**src/rtl/down_counter_timer.sv**
```systemverilog
// Loadable down-counter/timer with one-shot and auto-reload modes.
// Optional en prescaler is built only when PRESCALE_EN is defined.
module down_counter_timer #(
    parameter int WIDTH    = 4,
    parameter int PRESCALE = 4
) (
    input  logic             clk,
    input  logic             rst_n,
    input  logic             load,
    input  logic [WIDTH-1:0] load_val,
    input  logic             en,
    input  logic             auto_reload,
    output logic [WIDTH-1:0] count,
    output logic             busy,
    output logic             zero,
    output logic             tc
);

    typedef enum logic {IDLE, RUN} state_t;

    state_t           state, state_nxt;
    logic [WIDTH-1:0] reload_reg, reload_nxt, count_nxt;
    logic             tc_nxt;
    logic             tick;

    if (WIDTH < 2 || PRESCALE < 2) begin : g_bad_cfg
        $error("down_counter_timer: WIDTH and PRESCALE must both be >= 2");
    end

`ifdef PRESCALE_EN
    localparam int PW = $clog2(PRESCALE);

    logic [PW-1:0] pre_cnt, pre_nxt;

    // The prescaler only advances while a count is actually running.
    always_comb begin
        pre_nxt = pre_cnt;
        tick    = 1'b0;
        if (load || state != RUN) begin
            pre_nxt = '0;
        end else if (en) begin
            if (pre_cnt == PW'(PRESCALE - 1)) begin
                tick    = 1'b1;
                pre_nxt = '0;
            end else begin
                pre_nxt = pre_cnt + PW'(1);
            end
        end
    end

    always_ff @(posedge clk or negedge rst_n) begin
        if (!rst_n) pre_cnt <= '0;
        else        pre_cnt <= pre_nxt;
    end
`else
    assign tick = en;
`endif

    always_comb begin
        state_nxt  = state;
        count_nxt  = count;
        reload_nxt = reload_reg;
        tc_nxt     = 1'b0;
        if (load) begin
            count_nxt  = load_val;
            reload_nxt = load_val;
            state_nxt  = (load_val != '0) ? RUN : IDLE;
        end else if (state == RUN && tick) begin
            if (count > WIDTH'(1)) begin
                count_nxt = count - WIDTH'(1);
            end else begin
                // Terminal tick: mode is sampled only here.
                tc_nxt = 1'b1;
                if (auto_reload) begin
                    count_nxt = reload_reg;
                end else begin
                    count_nxt = '0;
                    state_nxt = IDLE;
                end
            end
        end
    end

    always_ff @(posedge clk or negedge rst_n) begin
        if (!rst_n) begin
            state      <= IDLE;
            count      <= '0;
            reload_reg <= '0;
            tc         <= 1'b0;
        end else begin
            state      <= state_nxt;
            count      <= count_nxt;
            reload_reg <= reload_nxt;
            tc         <= tc_nxt;
        end
    end

    assign busy = (state == RUN);
    assign zero = (count == '0);

endmodule

```
**config.mk**
```make
export PLATFORM = sky130hd
export DESIGN_NAME = down_counter_timer
export DESIGN_NICKNAME = d
export VERILOG_FILES = /design/src/rtl/down_counter_timer.sv
export SDC_FILE = /design/constraint.sdc
export NUM_CORES = 1
export LEC_CHECK = 0
export ABC_AREA = 1
export CAP_MARGIN = 30
export CORE_UTILIZATION = 40
export CTS_BUF_LIST = sky130_fd_sc_hd__clkbuf_4
export DETAILED_ROUTE_END_ITERATION = 16
export GPL_TIMING_DRIVEN = 0
export HOLD_SLACK_MARGIN = 0.05
export PLACE_DENSITY = 0.67
export SYNTH_ARGS = -nofsm -noshare
export SYNTH_HDL_FRONTEND = slang
export SYNTH_SLANG_ARGS = --single-unit
```
**constraint.sdc**
```tcl
create_clock -name clk -period 1.5 [get_ports clk]
set_clock_uncertainty 0.15 [all_clocks]
set_input_delay 0.3 -clock clk [delete_from_list [all_inputs] [get_ports clk]]
set_output_delay 0.3 -clock clk [all_outputs]
set_load 0.01 [all_outputs]
```
==> metrics.csv <==
stage,metric,value,unit
status,outcome,finished with violations,
status,failing checks,negative setup slack,
worst_setup_path,worst path cell trace,inv_2 > ha_4 > inv_2 > nor2_2 > buf_2,
pwr,Pwr Density,971,mW/mm2
worst_setup_path,CP max-delay cell,dfrtp_1,
floorplanning,total die area,0.00174,mm2
route,Vias,618,
worst_setup_path,worst stage delay on the critical path,0.40,ns
synthesis,Post-Syn Area,631,um2
route,number of routed nets with antenna violations,0,
layout,fin nets,122,
synthesis,Mapped Cells,84,
route,# DRC,0,
synthesis,Synth Register Bits,10,
pwr,total power,0.000910,W
sta,Fin. Hold Viols,0,
layout,area occupied by registers,251,um2
layout,multi-input logic area,375,um2
synthesis,mean area per synthesized cell,7.51,um2
global_routing,largest net degree at the start of global routing,11,
clock_tree,Hold Buf Count CTS,0,
synthesis,Post-Syn Nets,96,
global_routing,first-pass GRT wire length,2.26,mm
sta,Slew Limit Fails,0,
min_path,Worst Hold Class,input port to flip-flop,
clock_tree,worst skew pair latency,0.26,ns
floorplanning,total core area,0.00138,mm2
worst_setup_path,CP required,1.05,ns
floorplanning,DIE HEIGHT,41.7,um
sta,max_slew headroom,68.4,%
pwr,worst-case vdd ir drop,728,uV
worst_setup_path,critical path endpoint category,output pin,
placed_design,dpl ws,-0.292,ns
route,Total Wirelength,1.46,mm
placed_design,PortBufs,14,
synthesis,synth top area cells,"dfrtp_1, nand2_1, inv_1",
synthesis,register area share after synthesis,39.7,%
sta,Setup WS post-layout,-0.0465,ns
sta,RSZ-0062 raised after global routing,true,
floorplanning,Std-Cell Rows,13,
global_routing,total congestion overflow,0,
synthesis,top_reg_cell synth,dfrtp_1,
synthesis,Synth top area share,39.7,%
worst_setup_path,CP dominant cell by count,inv_2,
synthesis,Synth warnings,0,
worst_setup_path,"delay-heaviest family, CP",flip-flops,
worst_setup_path,worst path bufs/invs,3,
synthesis,ys async rst share,100,%
sta,Tmin final,1.55,ns
sta,Final Cycle Share,103,%
sta,Tightest Pin Transition,0.473,ns
global_routing,GRT Util Overall,17.0,%
layout,layout cell share with drive strength beyond 1,35.2,%
clock_tree,H-tree depth,1,
worst_setup_path,Crit Path Category,flip-flop to output pin,
route,wire per inst,11.9,um
clock_tree,CTS Buf Count,3,
floorplanning,number of I/O pins,16,
placed_design,Post-DP HPWL,977,um
worst_setup_path,Worst EP arrival,1.10,ns
sta,hold_ws,0.0820,ns
clock_tree,Worst-path clk slew,0.06,ns
synthesis,Synth area leader,dfrtp_1,
pwr,Leak,0.450,nW
placed_design,gpl congestion,0.766,
floorplanning,Die Span X,41.7,um
route,DR pass1 iterations,4,
sta,Achievable Freq,647,MHz
layout,n_diodes,0,
layout,"Area growth, synth to finish",48.6,%
clock_tree,worst-case clock buffer depth,2,
layout,filler cell count,129,
worst_setup_path,Worst setup SP type,flip-flop,
global_routing,vias in the first global route,526,
floorplanning,Initial Utilization,45.6,%
synthesis,post-synthesis cell type count,20,
synthesis,most common cell in the netlist,nand2_1,
route,initial drt markers,11,
synthesis,"EDFF count, synth",0,
flow_run,max-cap violation count,0,
global_routing,initial antenna violation count,0,
synthesis,Post-synth top cells,"nand2_1, inv_1, dfrtp_1, nand3_1, nor2_1",
route,number of vias per cell,5.02,
clock_tree,CTS Root Cell,clkbuf_4,
clock_tree,Clock Sinks,10,
sta,final setup vio count,2,
worst_setup_path,crit-path max FO,3,
clock_tree,TritonCTS clock tree,done,
## final cells by class
type                       count  share of cell area (%)
multi-input combinational     58                    40.1
sequential                    10                    26.8
timing repair buffer          21                    20.0
inverter                      14                    5.87
buffer                         2                    2.80
clock buffer                   3                    2.40
tap                           15                    2.00
## cell usage in the layout, fill, tap and decap left out, drive strengths merged
master	Yosys	layout
nand2	24	24
inv	14	14
dfrtp	10	10
nor2	10	10
buf	2	10
nand3	8	8
clkdlybuf4s50	0	7
o21ai	5	5
dlygate4sd2	0	4
a21oi	3	3
ha	3	3
clkbuf	0	3
o22ai	2	2
nor4	2	2
clkdlybuf4s15	0	2
nand3b	1	1
## kinds of logic (layout without fill, tap and decap cells)
family,count (synthesis),count (layout),synth area share [%]
AO/OA/AOI/OAI,10,10,8.33
adder cells (fa/ha/maj),3,3,5.95
buffers and inverters,16,40,12.9
flip-flops,10,10,39.7
AND/OR/NAND/NOR,45,45,33.1
## path summary, 6_finish.rpt
check,from,end,slack [ns],cells after the start
worst max-delay path,count[0],zero,-0.05,5
worst min-delay path,load,tc,0.08,2
worst max register to register,count[0],count[0],0.01,9
worst min register to register,reload_reg[3],reload_reg[3],0.32,2
max in group asynchronous,rst_n,count[3],0.65,1
min in group asynchronous,rst_n,tc,0.21,1
## worst register-to-register path, delay by kind of cell (launching register included)
family	cells	cell delay [ns]
buffers and inverters	2	0.22
AOI/OAI and AO/OA	1	0.09
and+or+nand+nor	5	0.43
DFF	1	0.40
adders and majority gates	1	0.15
## report_power, final
group          total, W  internal (W)  switching [W]
clock          0.000184     0.0000928      0.0000915
sequential     0.000324      0.000303      0.0000214
combinational  0.000401      0.000188       0.000213
## routing by layer
layer	wire, um	up-vias	global-route usage, %
met3	78	6	2.61
met4	36	0	9.68
met5	0	-	0
met1	667	273	22.2
met2	678	25	26.6
li1	-	314	-
## stage by stage
step	instances	TNS (ns)	util (%)	instance area (um2)
6_report	123	-0.0483	67.8	937
3_3_place_gp	113	-0.491	57.1	790
4_1_cts	119	-0.184	60.3	833
2_1_floorplan	84	0	-	631
3_5_place_dp	113	-0.601	57.1	790
5_1_grt	123	-0.273	67.8	937
## what timing repair did
item | CTS | global route
pin swaps | 1 | 9
cloned | 0 | 0
gates resized for setup | 17 | 17
setup buffers | 3 | 4
setup endpoints to repair | 12 | 7
(Power assumes the default switching activity.)
==> RTL change 1, RTL diff (same settings) <==
The parameter `WIDTH` goes from 4 to 5.
--- a/src/rtl/down_counter_timer.sv
+++ b/src/rtl/down_counter_timer.sv
@@ -1,7 +1,7 @@
 // Loadable down-counter/timer with one-shot and auto-reload modes.
 // Optional en prescaler is built only when PRESCALE_EN is defined.
 module down_counter_timer #(
-    parameter int WIDTH    = 4,
+    parameter int WIDTH    = 5,
     parameter int PRESCALE = 4
 ) (
     input  logic             clk,
Ports: changed (resized count and load_val); port bits go from 16 to 18. No check against the original RTL was run, so the function may have changed too.
==> RTL change 1 against the unedited design <==
  * The run still ends with negative setup slack left
  * Combinational power increased by 9.5%
  * First-iteration DRC count increased by 64%
  * Critical path depth unchanged
  * Power rose by 15%
  * Area after synthesis up 18%
  * Setup slack got worse by 0.047 ns
  * Hold slack better by 0.15 ns
  * Routed wire length up 21%
  * Clock power is 14% higher
  * Sequential cell count up 2
  * Design area is 20% higher
  * Critical path type unchanged
  * Highest routed layer unchanged
==> RTL change 1: results (changes against the unedited design) <==
setup_path:
  r2r-end: "count[4]$_DFFE_PN0P_"
  path_class: "flip-flop to output port"
  worstPathArrival_ns: 1.14  # +0.04 ns
  reg2reg_slack_ns: -0.04  # -0.05 ns
  rr_worst_depth: 10  # +1
  worst-path-max-fanout: 2  # -1
  reg2reg_from: "count[1]$_DFFE_PN0P_"
final_layout:
  multi_input_cells: 75  # +29%
  bufAreaShareNonClock: 0.212  # -0.0167
  register_area_um2: 304  # +21%
  num-nonclk-inverters: 10  # -4
  nFillCells: 154  # +19%
  multi_input_area_um2: 487  # +30%
  clock_buffers: 3  # unchanged
  fin_nets: 143  # +17%
  antennaDiodeCount: 0  # unchanged
  n_all_buffers: 28  # +22%
  clock_area_frac: 0.0234  # -0.000647
  area_growth_pct: 50.7
  final_layout_size_suffix_gt1_frac: 0.341  # -0.0108
  finalNonFillerCells: 154  # +25%
status:
  status: "complete, but fails checks"
  violations: "negative setup slack"
place:
  dpl.hpwl_um: 1180  # +20%
  postPlaceCellArea_um2: 947  # +20%
  place_congestion: 0.816  # +6.4%
  io_buffers: 17  # +3
power:
  p_int_uw: 659  # +13%
  p_leak_uw: 0.000548  # +22%
  total_power_uw: 1040  # +15%
  peakVddDrop_uv: 533  # -27%
sta:
  setup_viol: 3  # +1
  relSlewSlack: 0.622  # -0.0621
  worst_slack_ns: -0.0932  # -0.0466 ns
clocking:
  clk_pin_slew_ns: 0.08  # +0.02 ns
  htree_num_levels: 1  # unchanged
  clockBufferDepth: 2  # unchanged
  clk_latency_ns: 0.28  # +0.02 ns
detailed_routing:
  first_pass_iters: 4  # unchanged
  vias: 738  # +19%
  drt_iter0_markers: 18  # +7
  wl_um: 1770  # +21%
min_path:
  hold_path.class: "input port to asynchronous set/reset pin"
floorplanning:
  die_area_um2: 2040  # +17%
  die_w_um: 45.2  # +8.3%
logic_synthesis:
  ys_seq_area_frac: 0.403  # +0.00586
  yosys_register_bits: 12  # +2
  synth_common_cells: "nand2_1, dfrtp_1"
  synth_cell_types: 24  # +20%
  netlist_instances: 98  # +17%
  synthTopCellsByArea: "dfrtp_1, nand2_1, ha_1"
  syn_nets: 111  # +16%
grt:
  grt_max_degree: 13  # +2
  grt_pass1_vias: 661  # +26%
  grt_use_total: 0.184  # +0.0136
  antenna_found_initial: 0  # unchanged
  grt_pass1_wl_um: 2720  # +20%
## RTL change 1: cell types whose count changed in the layout (fill, tap and decap cells not counted), sizes merged, moves of 2 or more
cell,delta
clkbuf,+2
dfrtp,+2
buf,+2
nor2,-2
o21ai,-2
nand2,+19
inv,-4
clkdlybuf4s15,-2
nand3,-3
## RTL change 1: routing by layer
metal | share of wire | track usage | up-vias
met1 | 0.43 | 0.249 | 341
met5 | 0 | 0 | -
met4 | 0.0023 | 0.0970 | 0
met2 | 0.52 | 0.284 | 22
met3 | 0.039 | 0.0240 | 2
li1 | - | - | 373
## RTL change 1: worst max-delay path by stage
stage	end	slack, ns	depth (start not counted)
floorplan	count[2]$_DFFE_PN0P_	0.11	7
global placement	zero	-0.28	5
detailed placement	zero	-0.30	5
CTS	zero	-0.11	5
global route	zero	-0.16	5
finish	zero	-0.09	5
## RTL change 1: what timing repair did
action | CTS | global route
resized for setup | 17 | 20
setup buffers | 8 | 3
pin swaps | 1 | 6
endpoints found under the setup margin | 10 | 8
## RTL change 1: logic make-up (layout without fill, tap and decap cells)
group	count (synthesis)	in the layout	synth area share
compound gates	9	9	0.0772
xor+xnor	1	1	0.0117
fa+ha+maj	3	3	0.0503
buf+inv	11	42	0.0654
flops	12	12	0.403
simple gates	62	62	0.393
## RTL change 1: power by group through the flow
stage               Clock [µW]  Sequential [µW]  Combinational, µW
floorplan                    0              413                189
CTS                        211              390                374
global route               233              400                482
detailed placement           0              409                317
finish                     210              394                439
global placement             0              408                315
## RTL change 1: stage by stage
step / TNS, ns / hold slack [ns] / setup slack [ns]
global route: -0.562 / 0.248 / -0.159
floorplan: 0 / -0.146 / 0.106
global placement: -0.979 / 0.308 / -0.280
finish: -0.147 / 0.228 / -0.0932
detailed placement: -1.12 / 0.309 / -0.302
CTS: -0.111 / 0.240 / -0.111
==> RTL change 2, RTL diff (config.mk and constraints unchanged) <==
Without the edit above. Register the outputs `busy` and `zero`, cleared by the reset; this adds one clock of latency there. The other outputs are not delayed to match.
--- a/src/rtl/down_counter_timer.sv
+++ b/src/rtl/down_counter_timer.sv
@@ -95,8 +95,15 @@
         end
     end
 
-    assign busy = (state == RUN);
-    assign zero = (count == '0);
+    always_ff @(posedge clk or negedge rst_n) begin
+        if (!rst_n) begin
+            busy <= '0;
+            zero <= '0;
+        end else begin
+            busy <= (state == RUN);
+            zero <= (count == '0);
+        end
+    end
 
 endmodule
 
Function: changed (Yosys sat finds a counterexample within 4 cycles, from zero or initial values and one cycle with rst_n low).
==> RTL change 2 against the unedited design <==
  * Routed wire length up 2.1%
  * Setup slack better by 0.067 ns
  * Sequential cell count grew 2
  * Die area up 3.8%
  * Power increased by 17%
  * Critical path type unchanged
  * Sequential power up 19%
  * Area after synthesis rose by 4.0%
  * Fmax rose by 4.5%
  * Synthesized cell count rose by 1.2%
  * Design area rose by 5.7%
  * Register-to-register slack better by 0.03 ns
==> RTL change 2: results (changes against the unedited design) <==
clocking:
  clockBufferDepth: 2  # unchanged
  cts_setup_buffers: 8  # +5
  clk_latency_ns: 0.27
  cts_resized: 20  # +3
  htree_num_levels: 1  # unchanged
  numCtsBuffers: 3  # unchanged
  cts_root_buf: "clkbuf_4"
  clk_pin_slew_ns: 0.07
logic_synthesis:
  synthTopCellsByArea: "dfrtp_1, nand2_1, nor2_1"
  synth_common_cells: "nand2_1, nor2_1, dfrtp_1, inv_1, nand3_1"
  synth-async-reset-ratio: 1.00  # unchanged
  netlist_instances: 85  # +1.2%
  ys.flop_type: "dfrtp_1"
  ys_seq_area_frac: 0.458  # +0.0612
  synth_warnings: 0  # unchanged
  syn_nets: 97  # +1.0%
  synth_cell_types: 19  # -5.0%
detailed_routing:
  first_pass_iters: 4  # unchanged
  viasPerCell: 5.05  # +0.45%
  wl_per_cell_um: 11.6  # -1.9%
  drt_iter0_markers: 7  # -4
setup_path:
  cp_slowest_stage_delay_ns: 0.39
  crit_family: "flip-flops"
  rr_worst_depth: 10  # +1
  crit_end: "count[1]"
  start_kind: "flip-flop"
  reg2reg_slack_ns: 0.04  # +0.03 ns
  r2r-end: "count[0]$_DFFE_PN0P_"
  worst-path-max-fanout: 2  # -1
  critPathLaunch: "count[1]$_DFFE_PN0P_"
  cp_slowest_cell: "dfrtp_1"
grt:
  met1_usage: 0.222  # -0.000296
  use_met2: 0.289  # +0.0236
  grt_use_met3: 0.0431  # +0.0170
  grt_use_total: 0.184  # +0.0144
  antenna_found_initial: 0  # unchanged
  grt_max_degree: 13  # +2
  grt_pass1_wl_um: 2420  # +7.0%
  grt_pass1_vias: 597  # +13%
final_layout:
  antennaDiodeCount: 0  # unchanged
  final_layout_size_suffix_gt1_frac: 0.304  # -0.0483
  nFillCells: 134  # +3.9%
  finalNonFillerCells: 128  # +4.1%
sta:
  tns_ns: 0  # +0.0483 ns
  worst_pin_slew_ns: 0.554  # +0.0809 ns
  fin_hold_ws_ns: 0.229  # +0.147 ns
  fmax_mhz: 676  # +4.5%
place:
  place_congestion: 0.771  # +0.57%
  postPlaceCellArea_um2: 826  # +4.6%
  io_buffers: 15  # +1
  dpl.hpwl_um: 977  # about the same
  dp_cells: 116  # +2.7%
  pre_cts_ws_ns: -0.141  # +0.151 ns
power:
  p_leak_uw: 0.000486  # +8.1%
  peakVddDrop_uv: 599  # -18%
status:
  status: "finished clean"
min_path:
  hold_path.class: "input port to asynchronous set/reset pin"
RTL change 2: metal layers:
metal / routed length (µm) / share of wire / up-vias
li1: - / - / 324
met5: 0 / 0 / -
met4: 41 / 0.028 / 0
met2: 708 / 0.48 / 13
met1: 690 / 0.46 / 304
met3: 49 / 0.033 / 5
RTL change 2: kinds of logic (layout without fill, tap and decap cells):
kind of cell             Yosys count  count (layout)  synth area share
buffers and inverters             12              39            0.0706
adder cells (fa/ha/maj)            3               3            0.0573
flip-flops                        12              12             0.458
AND/OR/NAND/NOR                   50              50             0.344
AO/OA/AOI/OAI                      8               8            0.0706
RTL change 2: cell type report:
type                    instances  area [µm²]  area share
plain buffers                   1        5.00     0.00505
clock buffers                   3        22.5      0.0227
inverters                      11        51.3      0.0518
multi-input cells              61         370       0.374
flip-flops and latches         12         303       0.306
well taps                      16        20.0      0.0202
repair buffers                 24         219       0.221
RTL change 2: report_power, final:
group	switching [µW]	internal (µW)
Combinational	242	229
Sequential	22.3	363
Clock	110	93.1
